`src/rtl/clock_set_controller_if.sv`:
```
// Button inputs and edit-command outputs between the board front end and the clock set controller.
// master drives the raw buttons and the ms tick; slave is the controller.
interface clock_set_controller_if;
    logic       i_ms_pulse;
    logic       i_set;
    logic       i_up;
    logic       i_down;
    logic       i_left;
    logic       i_right;
    logic       o_set_mode;
    logic [1:0] o_field;
    logic       o_inc;
    logic       o_dec;
    logic       o_commit;
    logic       o_blink;

    modport master (
        output i_ms_pulse, i_set, i_up, i_down, i_left, i_right,
        input  o_set_mode, o_field, o_inc, o_dec, o_commit, o_blink
    );

    modport slave (
        input  i_ms_pulse, i_set, i_up, i_down, i_left, i_right,
        output o_set_mode, o_field, o_inc, o_dec, o_commit, o_blink
    );
endinterface

```
`src/rtl/clock_set_controller.sv`:
```
// Time-set front end: sync/debounce buttons, RUN/EDIT/COMMIT mode FSM, cursor and inc/dec pulses.
// Latency: 2 sync cycles + DEBOUNCE_MS ticks to debounce; commands register one cycle after the debounced edge.
// No backpressure: outputs are single-cycle pulses. Define AUTO_REPEAT_EN for held up/down auto-repeat.
module clock_set_controller #(
    parameter int DEBOUNCE_MS = 4,
    parameter int HOLD_MS     = 500,
    parameter int REPEAT_MS   = 100,
    parameter int BLINK_MS    = 250,
    parameter int CNT_W       = 16
) (
    input  logic                   i_clk,
    input  logic                   i_rst,
    clock_set_controller_if.slave  bus
);
    localparam int NB    = 5;
    localparam int B_SET = 0;
    localparam int B_UP  = 1;
    localparam int B_DN  = 2;
    localparam int B_LF  = 3;
    localparam int B_RT  = 4;

    typedef enum logic [1:0] {ST_RUN, ST_EDIT, ST_COMMIT} state_t;

    logic [NB-1:0]    raw;
    logic [NB-1:0]    meta_q, meta_d, sync_q, sync_d;
    logic [NB-1:0]    deb_q, deb_d, deb_dly_q, deb_dly_d;
    logic [CNT_W-1:0] dcnt_q [NB];
    logic [CNT_W-1:0] dcnt_d [NB];

    state_t           state_q, state_d;
    logic [1:0]       field_q, field_d;
    logic             set_mode_q, set_mode_d;
    logic             inc_q, inc_d, dec_q, dec_d, commit_q, commit_d;
    logic             blink_q, blink_d;
    logic [CNT_W-1:0] bcnt_q, bcnt_d;
    logic             block_q, block_d;

    logic [NB-1:0]    rise;
    logic             set_fall, ud_conflict, up_ev, dn_ev;
    logic             mv_left, mv_right, cursor_mv;
    logic             rep_inc, rep_dec;

    assign raw = {bus.i_right, bus.i_left, bus.i_down, bus.i_up, bus.i_set};

    always_comb begin
        meta_d    = raw;
        sync_d    = meta_q;
        deb_dly_d = deb_q;
        deb_d     = deb_q;
        for (int i = 0; i < NB; i++) begin
            dcnt_d[i] = dcnt_q[i];
            if (sync_q[i] == deb_q[i]) begin
                dcnt_d[i] = '0;
            end else if (bus.i_ms_pulse) begin
                if (dcnt_q[i] >= CNT_W'(DEBOUNCE_MS - 1)) begin
                    deb_d[i]  = sync_q[i];
                    dcnt_d[i] = '0;
                end else begin
                    dcnt_d[i] = dcnt_q[i] + CNT_W'(1);
                end
            end
        end
    end

    assign rise     = deb_q & ~deb_dly_q;
    assign set_fall = deb_dly_q[B_SET] & ~deb_q[B_SET];

    // Covers both keys rising together and one rising while the other is already held.
    assign ud_conflict = (rise[B_UP] & deb_q[B_DN]) | (rise[B_DN] & deb_q[B_UP]);
    assign up_ev       = rise[B_UP] & ~ud_conflict & ~block_q;
    assign dn_ev       = rise[B_DN] & ~ud_conflict & ~block_q;
    assign mv_left     = rise[B_LF] & ~rise[B_RT];
    assign mv_right    = rise[B_RT] & ~rise[B_LF];
    assign cursor_mv   = (state_q == ST_EDIT) & ~set_fall & (mv_left | mv_right);

    always_comb begin
        block_d = block_q;
        if (!deb_q[B_UP] && !deb_q[B_DN]) begin
            block_d = 1'b0;
        end else if (ud_conflict) begin
            block_d = 1'b1;
        end
    end

`ifdef AUTO_REPEAT_EN
    logic [CNT_W-1:0] hold_cnt_q, hold_cnt_d, rep_cnt_q, rep_cnt_d;
    logic             hold_active, rep_fire;

    assign hold_active = (state_q == ST_EDIT) & (deb_q[B_UP] ^ deb_q[B_DN]) & ~block_q & ~ud_conflict;

    always_comb begin
        hold_cnt_d = hold_cnt_q;
        rep_cnt_d  = rep_cnt_q;
        rep_fire   = 1'b0;
        if (!hold_active || cursor_mv) begin
            hold_cnt_d = '0;
            rep_cnt_d  = '0;
        end else if (bus.i_ms_pulse) begin
            if (hold_cnt_q < CNT_W'(HOLD_MS)) begin
                hold_cnt_d = hold_cnt_q + CNT_W'(1);
                rep_fire   = (hold_cnt_q == CNT_W'(HOLD_MS - 1));
            end else if (rep_cnt_q >= CNT_W'(REPEAT_MS - 1)) begin
                rep_cnt_d = '0;
                rep_fire  = 1'b1;
            end else begin
                rep_cnt_d = rep_cnt_q + CNT_W'(1);
            end
        end
    end

    always_ff @(posedge i_clk or posedge i_rst) begin
        if (i_rst) begin
            hold_cnt_q <= '0;
            rep_cnt_q  <= '0;
        end else begin
            hold_cnt_q <= hold_cnt_d;
            rep_cnt_q  <= rep_cnt_d;
        end
    end

    assign rep_inc = rep_fire & deb_q[B_UP];
    assign rep_dec = rep_fire & deb_q[B_DN];
`else
    localparam int unused_repeat_cfg = HOLD_MS + REPEAT_MS;
    assign rep_inc = 1'b0;
    assign rep_dec = 1'b0;
`endif

    always_comb begin
        state_d  = state_q;
        field_d  = field_q;
        inc_d    = 1'b0;
        dec_d    = 1'b0;
        commit_d = 1'b0;
        blink_d  = 1'b1;
        bcnt_d   = '0;
        unique case (state_q)
            ST_RUN: begin
                if (rise[B_SET]) begin
                    state_d = ST_EDIT;
                    field_d = 2'd0;
                end
            end
            ST_EDIT: begin
                if (set_fall) begin
                    // Leaving EDIT takes priority over any key event in the same cycle.
                    state_d  = ST_COMMIT;
                    commit_d = 1'b1;
                end else begin
                    blink_d = blink_q;
                    bcnt_d  = bcnt_q;
                    if (mv_left) begin
                        field_d = (field_q == 2'd2) ? 2'd0 : field_q + 2'd1;
                    end else if (mv_right) begin
                        field_d = (field_q == 2'd0) ? 2'd2 : field_q - 2'd1;
                    end
                    if (cursor_mv) begin
                        blink_d = 1'b1;
                        bcnt_d  = '0;
                    end else if (bus.i_ms_pulse) begin
                        if (bcnt_q >= CNT_W'(BLINK_MS - 1)) begin
                            blink_d = ~blink_q;
                            bcnt_d  = '0;
                        end else begin
                            bcnt_d = bcnt_q + CNT_W'(1);
                        end
                    end
                    inc_d = up_ev | rep_inc;
                    dec_d = dn_ev | rep_dec;
                end
            end
            ST_COMMIT: state_d = ST_RUN;
            default:   state_d = ST_RUN;
        endcase
        set_mode_d = (state_d == ST_EDIT);
    end

    always_ff @(posedge i_clk or posedge i_rst) begin
        if (i_rst) begin
            meta_q     <= '0;
            sync_q     <= '0;
            deb_q      <= '0;
            deb_dly_q  <= '0;
            for (int i = 0; i < NB; i++) dcnt_q[i] <= '0;
            state_q    <= ST_RUN;
            field_q    <= 2'd0;
            set_mode_q <= 1'b0;
            inc_q      <= 1'b0;
            dec_q      <= 1'b0;
            commit_q   <= 1'b0;
            blink_q    <= 1'b1;
            bcnt_q     <= '0;
            block_q    <= 1'b0;
        end else begin
            meta_q     <= meta_d;
            sync_q     <= sync_d;
            deb_q      <= deb_d;
            deb_dly_q  <= deb_dly_d;
            for (int i = 0; i < NB; i++) dcnt_q[i] <= dcnt_d[i];
            state_q    <= state_d;
            field_q    <= field_d;
            set_mode_q <= set_mode_d;
            inc_q      <= inc_d;
            dec_q      <= dec_d;
            commit_q   <= commit_d;
            blink_q    <= blink_d;
            bcnt_q     <= bcnt_d;
            block_q    <= block_d;
        end
    end

    assign bus.o_set_mode = set_mode_q;
    assign bus.o_field    = field_q;
    assign bus.o_inc      = inc_q;
    assign bus.o_dec      = dec_q;
    assign bus.o_commit   = commit_q;
    assign bus.o_blink    = blink_q;
endmodule

```
`src/flat_wrapper.sv`:
```
// flat-port wrapper written by rule: the top's interface ports become plain ports
module clock_set_controller_flat 
#(
    parameter int DEBOUNCE_MS = 4,
    parameter int HOLD_MS     = 500,
    parameter int REPEAT_MS   = 100,
    parameter int BLINK_MS    = 250,
    parameter int CNT_W       = 16
)
  (i_clk, i_rst, bus_i_ms_pulse, bus_i_set, bus_i_up, bus_i_down, bus_i_left, bus_i_right, bus_o_set_mode, bus_o_field, bus_o_inc, bus_o_dec, bus_o_commit, bus_o_blink);
  clock_set_controller_if bus_i ();
  input  logic i_clk;
  input  logic i_rst;
  input wire logic [$bits(bus_i.i_ms_pulse)-1:0] bus_i_ms_pulse;
  input wire logic [$bits(bus_i.i_set)-1:0] bus_i_set;
  input wire logic [$bits(bus_i.i_up)-1:0] bus_i_up;
  input wire logic [$bits(bus_i.i_down)-1:0] bus_i_down;
  input wire logic [$bits(bus_i.i_left)-1:0] bus_i_left;
  input wire logic [$bits(bus_i.i_right)-1:0] bus_i_right;
  output wire logic [$bits(bus_i.o_set_mode)-1:0] bus_o_set_mode;
  output wire logic [$bits(bus_i.o_field)-1:0] bus_o_field;
  output wire logic [$bits(bus_i.o_inc)-1:0] bus_o_inc;
  output wire logic [$bits(bus_i.o_dec)-1:0] bus_o_dec;
  output wire logic [$bits(bus_i.o_commit)-1:0] bus_o_commit;
  output wire logic [$bits(bus_i.o_blink)-1:0] bus_o_blink;
  assign bus_i.i_ms_pulse = bus_i_ms_pulse;
  assign bus_i.i_set = bus_i_set;
  assign bus_i.i_up = bus_i_up;
  assign bus_i.i_down = bus_i_down;
  assign bus_i.i_left = bus_i_left;
  assign bus_i.i_right = bus_i_right;
  assign bus_o_set_mode = bus_i.o_set_mode;
  assign bus_o_field = bus_i.o_field;
  assign bus_o_inc = bus_i.o_inc;
  assign bus_o_dec = bus_i.o_dec;
  assign bus_o_commit = bus_i.o_commit;
  assign bus_o_blink = bus_i.o_blink;
  clock_set_controller #(.DEBOUNCE_MS(DEBOUNCE_MS), .HOLD_MS(HOLD_MS), .REPEAT_MS(REPEAT_MS), .BLINK_MS(BLINK_MS), .CNT_W(CNT_W)) u_core (.i_clk(i_clk), .i_rst(i_rst), .bus(bus_i));
endmodule
```
`config.mk`:
```
export PLATFORM = sky130hd
export DESIGN_NAME = clock_set_controller_flat
export DESIGN_NICKNAME = d
export VERILOG_FILES = /design/src/rtl/clock_set_controller_if.sv /design/src/rtl/clock_set_controller.sv /design/src/flat_wrapper.sv
export SDC_FILE = /design/constraint.sdc
export NUM_CORES = 1
export LEC_CHECK = 0
export BUFFER_PORTS_ARGS = -buffer_cell sky130_fd_sc_hd__buf_4
export CAP_MARGIN = 5
export CORE_MARGIN = 5
export CORE_UTILIZATION = 31
export CTS_CLUSTER_SIZE = 24
export DETAILED_ROUTE_END_ITERATION = 16
export PLACE_DENSITY = 0.45
export SETUP_SLACK_MARGIN = 0.1
export SLEW_MARGIN = 20
export SYNTH_ARGS = -nofsm -noshare
export SYNTH_HDL_FRONTEND = slang
export SYNTH_SLANG_ARGS = --single-unit
```
`constraint.sdc`:
```
create_clock -name i_clk -period 4.6 [get_ports i_clk]
set_clock_uncertainty 0.05 [all_clocks]
set_input_delay 0 -clock i_clk [delete_from_list [all_inputs] [get_ports i_clk]]
set_output_delay 0 -clock i_clk [all_outputs]
set_load 0.03 [all_outputs]
```
==> flow_summary.ini <==
[run_status]
status = complete, no violations

[critical_path]
path_cells = nor2b_1 > ha_1 > nand3_1 > a211oi_1
crit_type = flip-flop to flip-flop
cp_top_family = simple AND/OR/NAND/NOR gates
worstPathMaxFanout = 18
arrival_ns = 2.36
worst_path_max_delay_cell = nand3_1
max_stage_delay_ns = 0.61
path_buf_inv = 0
worstPathRequired_ns = 4.86
cp-start-kind = flip-flop
critPathCaptureType = flip-flop

[sta]
fin_crit_ns = 2.10
rsz0062_at_grt = no
relSlewSlack_pct = 40.7
finalHoldViolCount = 0
fmax_mhz = 476
worst_pin_slew_ns = 0.887
worst_slack_ns = 2.50
fin_crit_sh_pct = 45.7
finalSetupTns_ns = 0
maxSlewViolCount = 0
setup_viol = 0

[placed_design]
gp_congestion = 0.766
port_buffers = 14
hpwlAfterDp_um = 8170
place_area_um2 = 6320
pre_cts_ws_ns = 2.48

[logic_synthesis]
synth-xor-area-share_pct = 3.49
syn-cell-area_um2 = 5950
synth_ff_type = dfrtp_1
netlist_instances = 562
synth_compound_area_share_pct = 16.4
ys_async_sr_fraction_pct = 100
synth.distinct_cells = 60
synthMuxAreaShare_pct = 1.64
syn-num-nets = 583
synth_top_family_by_area = simple AND/OR/NAND/NOR gates
yosys_warnings = 0
yosysSeqAreaShare_pct = 53.0
synth_edf_count = 0
synthAdderAreaFrac_pct = 2.73
avgSynthCellArea_um2 = 10.6
synth_seq_cells = 126
synthSimpleGateAreaFrac_pct = 19.6

[route]
first_iter_violations = 215
wl_um = 12400
viasPerCell = 5.02
vias = 4326
drc = 0
drt-wirelength-per-cell_um = 14.4
drtAntennaViolNets = 0
dr.pass1.iters = 4

[clock_network]
cts_sinks = 126
cts-buffers-inserted = 17
cts_htree_levels = 4
cts-resized-gates = 0
clk_pin_slew_ns = 0.06
clk-insertion-delay-late_ns = 0.43
cts_buffer_depth = 2
tritoncts = built
cts-root-buf = clkbuf_16

[die]
die_x_um = 149
num_io_pins = 15
die-area_um2 = 22100
initial_core_util_pct = 31.6
die_y_um = 149
row_count = 50
fp.coreArea_um2 = 18800

[min_path]
min_path_type = primary input to flip-flop

[cells_and_area]
final_cell_mix = dfrtp_1 (125), nor2_1 (56), a21oi_1 (34)
fin_nets = 609
fillCellCount = 1832
antennaDiodeCount = 0
drive_gt1_share_pct = 13.5
fin_area_um2 = 7050
areaGrowthSynthToFinish_pct = 18.5
final_common_cell = dfrtp_1

[grt]
grt_use_total_pct = 12.1
grt_overflow = 0
antenna_found_initial = 0
grt_pass1_wl_um = 21500
grt_max_degree = 64
grt_pass1_vias = 4393

[power]
p_per_area_nw_per_um2 = 490
leakage_nw = 3.04
vdd_ir_drop_max_mv = 0.293

[run]
maxCapViolCount = 0
cell usage after synthesis, types with 2 or more instances:
library cell  number  area, µm²
a41oi_1            6       52.6
o21a_1            16        120
buf_1              2       7.51
o2111ai_1          6       52.6
mux2_2             6       67.6
and2_1             4       25.0
nor4_1            17        106
a21oi_1           34        170
xnor2_2            2       32.5
nor3_1            22        110
nand2_1           33        124
o211ai_1           3       22.5
nor2_1            56        210
a31oi_1            8       50.1
nand2b_1           6       37.5
nor3b_1            4       30.0
o21ai_0           12       60.1
a21o_1             5       37.5
xnor2_1           10       87.6
o211a_1            2       20.0
and3_1            18        113
nand4_1           17        106
a211oi_2           5       62.6
or4_4              2       22.5
inv_1             29        109
o311ai_0           2       17.5
a2111oi_2          6       90.1
nor2b_1            5       31.3
and4_1             4       35.0
dfrtp_1          125       3130
mux2i_1            3       30.0
a211oi_1           5       37.5
buf_2              7       35.0
or3_1             11       68.8
xor2_1            10       87.6
nand3_1           15       75.1
a2bb2oi_1          5       43.8
ha_1              13        163
clkbuf_1           5       18.8
repair_timing:
item	CTS	global route
buffers inserted	0	0
endpoints found under the setup margin	0	0
hold endpoints to repair	36	0
hold buffers	6	0
stage by stage:
| stage | util (%) | total power, mW | hold slack (ns) | instances |
|---|---|---|---|---|
| after CTS | 37.4 | 3.51 | 0.0294 | 861 |
| after detailed placement | 33.6 | 1.97 | -0.00749 | 823 |
| after floorplan | - | 1.79 | -0.0186 | 562 |
| after global routing | 37.4 | 3.65 | 0.0495 | 861 |
| final | 37.4 | 3.45 | 0.0316 | 861 |
| after global placement | 33.6 | 1.95 | -0.0156 | 823 |
cell families after synthesis:
logic type	count (synthesis)
compound gates	126
xor+xnor	22
fa+ha+maj	13
buf+inv	45
flops	126
mux	9
simple gates	221
sequential cells by signal, summed over array words and instances, names as in the netlist:
register	flops
u_core.bus.o_set_mode	1
u_core.dcnt_q	80
u_core.sync_q	5
u_core.block_q	1
u_core.bus.o_commit	1
u_core.bus.o_blink	1
u_core.deb_dly_q	5
u_core.bus.o_field	2
u_core.meta_q	5
u_core.bus.o_inc	1
u_core.state_q	2
u_core.bus.o_dec	1
u_core.bcnt_q	16
u_core.deb_dly_d	5
power by group:
group	switching (mW)	total [mW]	leakage, nW	internal (mW)
registers	0.107	1.31	1.71	1.21
logic	0.417	0.634	1.01	0.216
clock network	0.491	1.51	0.318	1.02
total	1.01	3.45	3.04	2.44
per-layer routing:
layer / wire length (µm) / vias to the layer above / global-route usage, % / share of wire, %
met5: 0 / - / 0 / 0
met4: 150 / 0 / 4.25 / 1.2
met3: 388 / 16 / 4.11 / 3.1
met2: 5670 / 48 / 18.5 / 46
met1: 6180 / 2152 / 16.1 / 50
li1: - / 2110 / - / -
worst min-delay path: cells and delay by family:
family          cells  cell delay (ns)
buf+inv             1             0.26
compound gates      1             0.06
simple gates        1             0.14
cell type report:
cell class	count	area, µm²	area share (%)
inverter	30	115	1.63
timing repair buffer	22	180	2.56
sequential	126	3150	44.7
multi-input combinational	391	2610	37.0
clock buffer	22	484	6.87
tap	260	325	4.61
clock inverter	10	183	2.59
worst paths after layout:
check | start | end | slack [ns] | cells after the start
setup / recovery | u_core.deb_dly_d[3] | u_core.bcnt_q[15] | 2.50 | 4
hold / removal | bus_i_ms_pulse | u_core.bcnt_q[2] | 0.03 | 3
setup reg to reg | u_core.deb_dly_d[3] | u_core.bcnt_q[15] | 2.50 | 4
hold reg to reg | u_core.meta_q[3] | u_core.sync_q[3] | 0.29 | 0
max in group asynchronous | i_rst | u_core.dcnt_q[49] | 3.26 | 4
min in group asynchronous | i_rst | u_core.dcnt_q[23] | 0.09 | 3
Power figures use the tool's default switching activity.
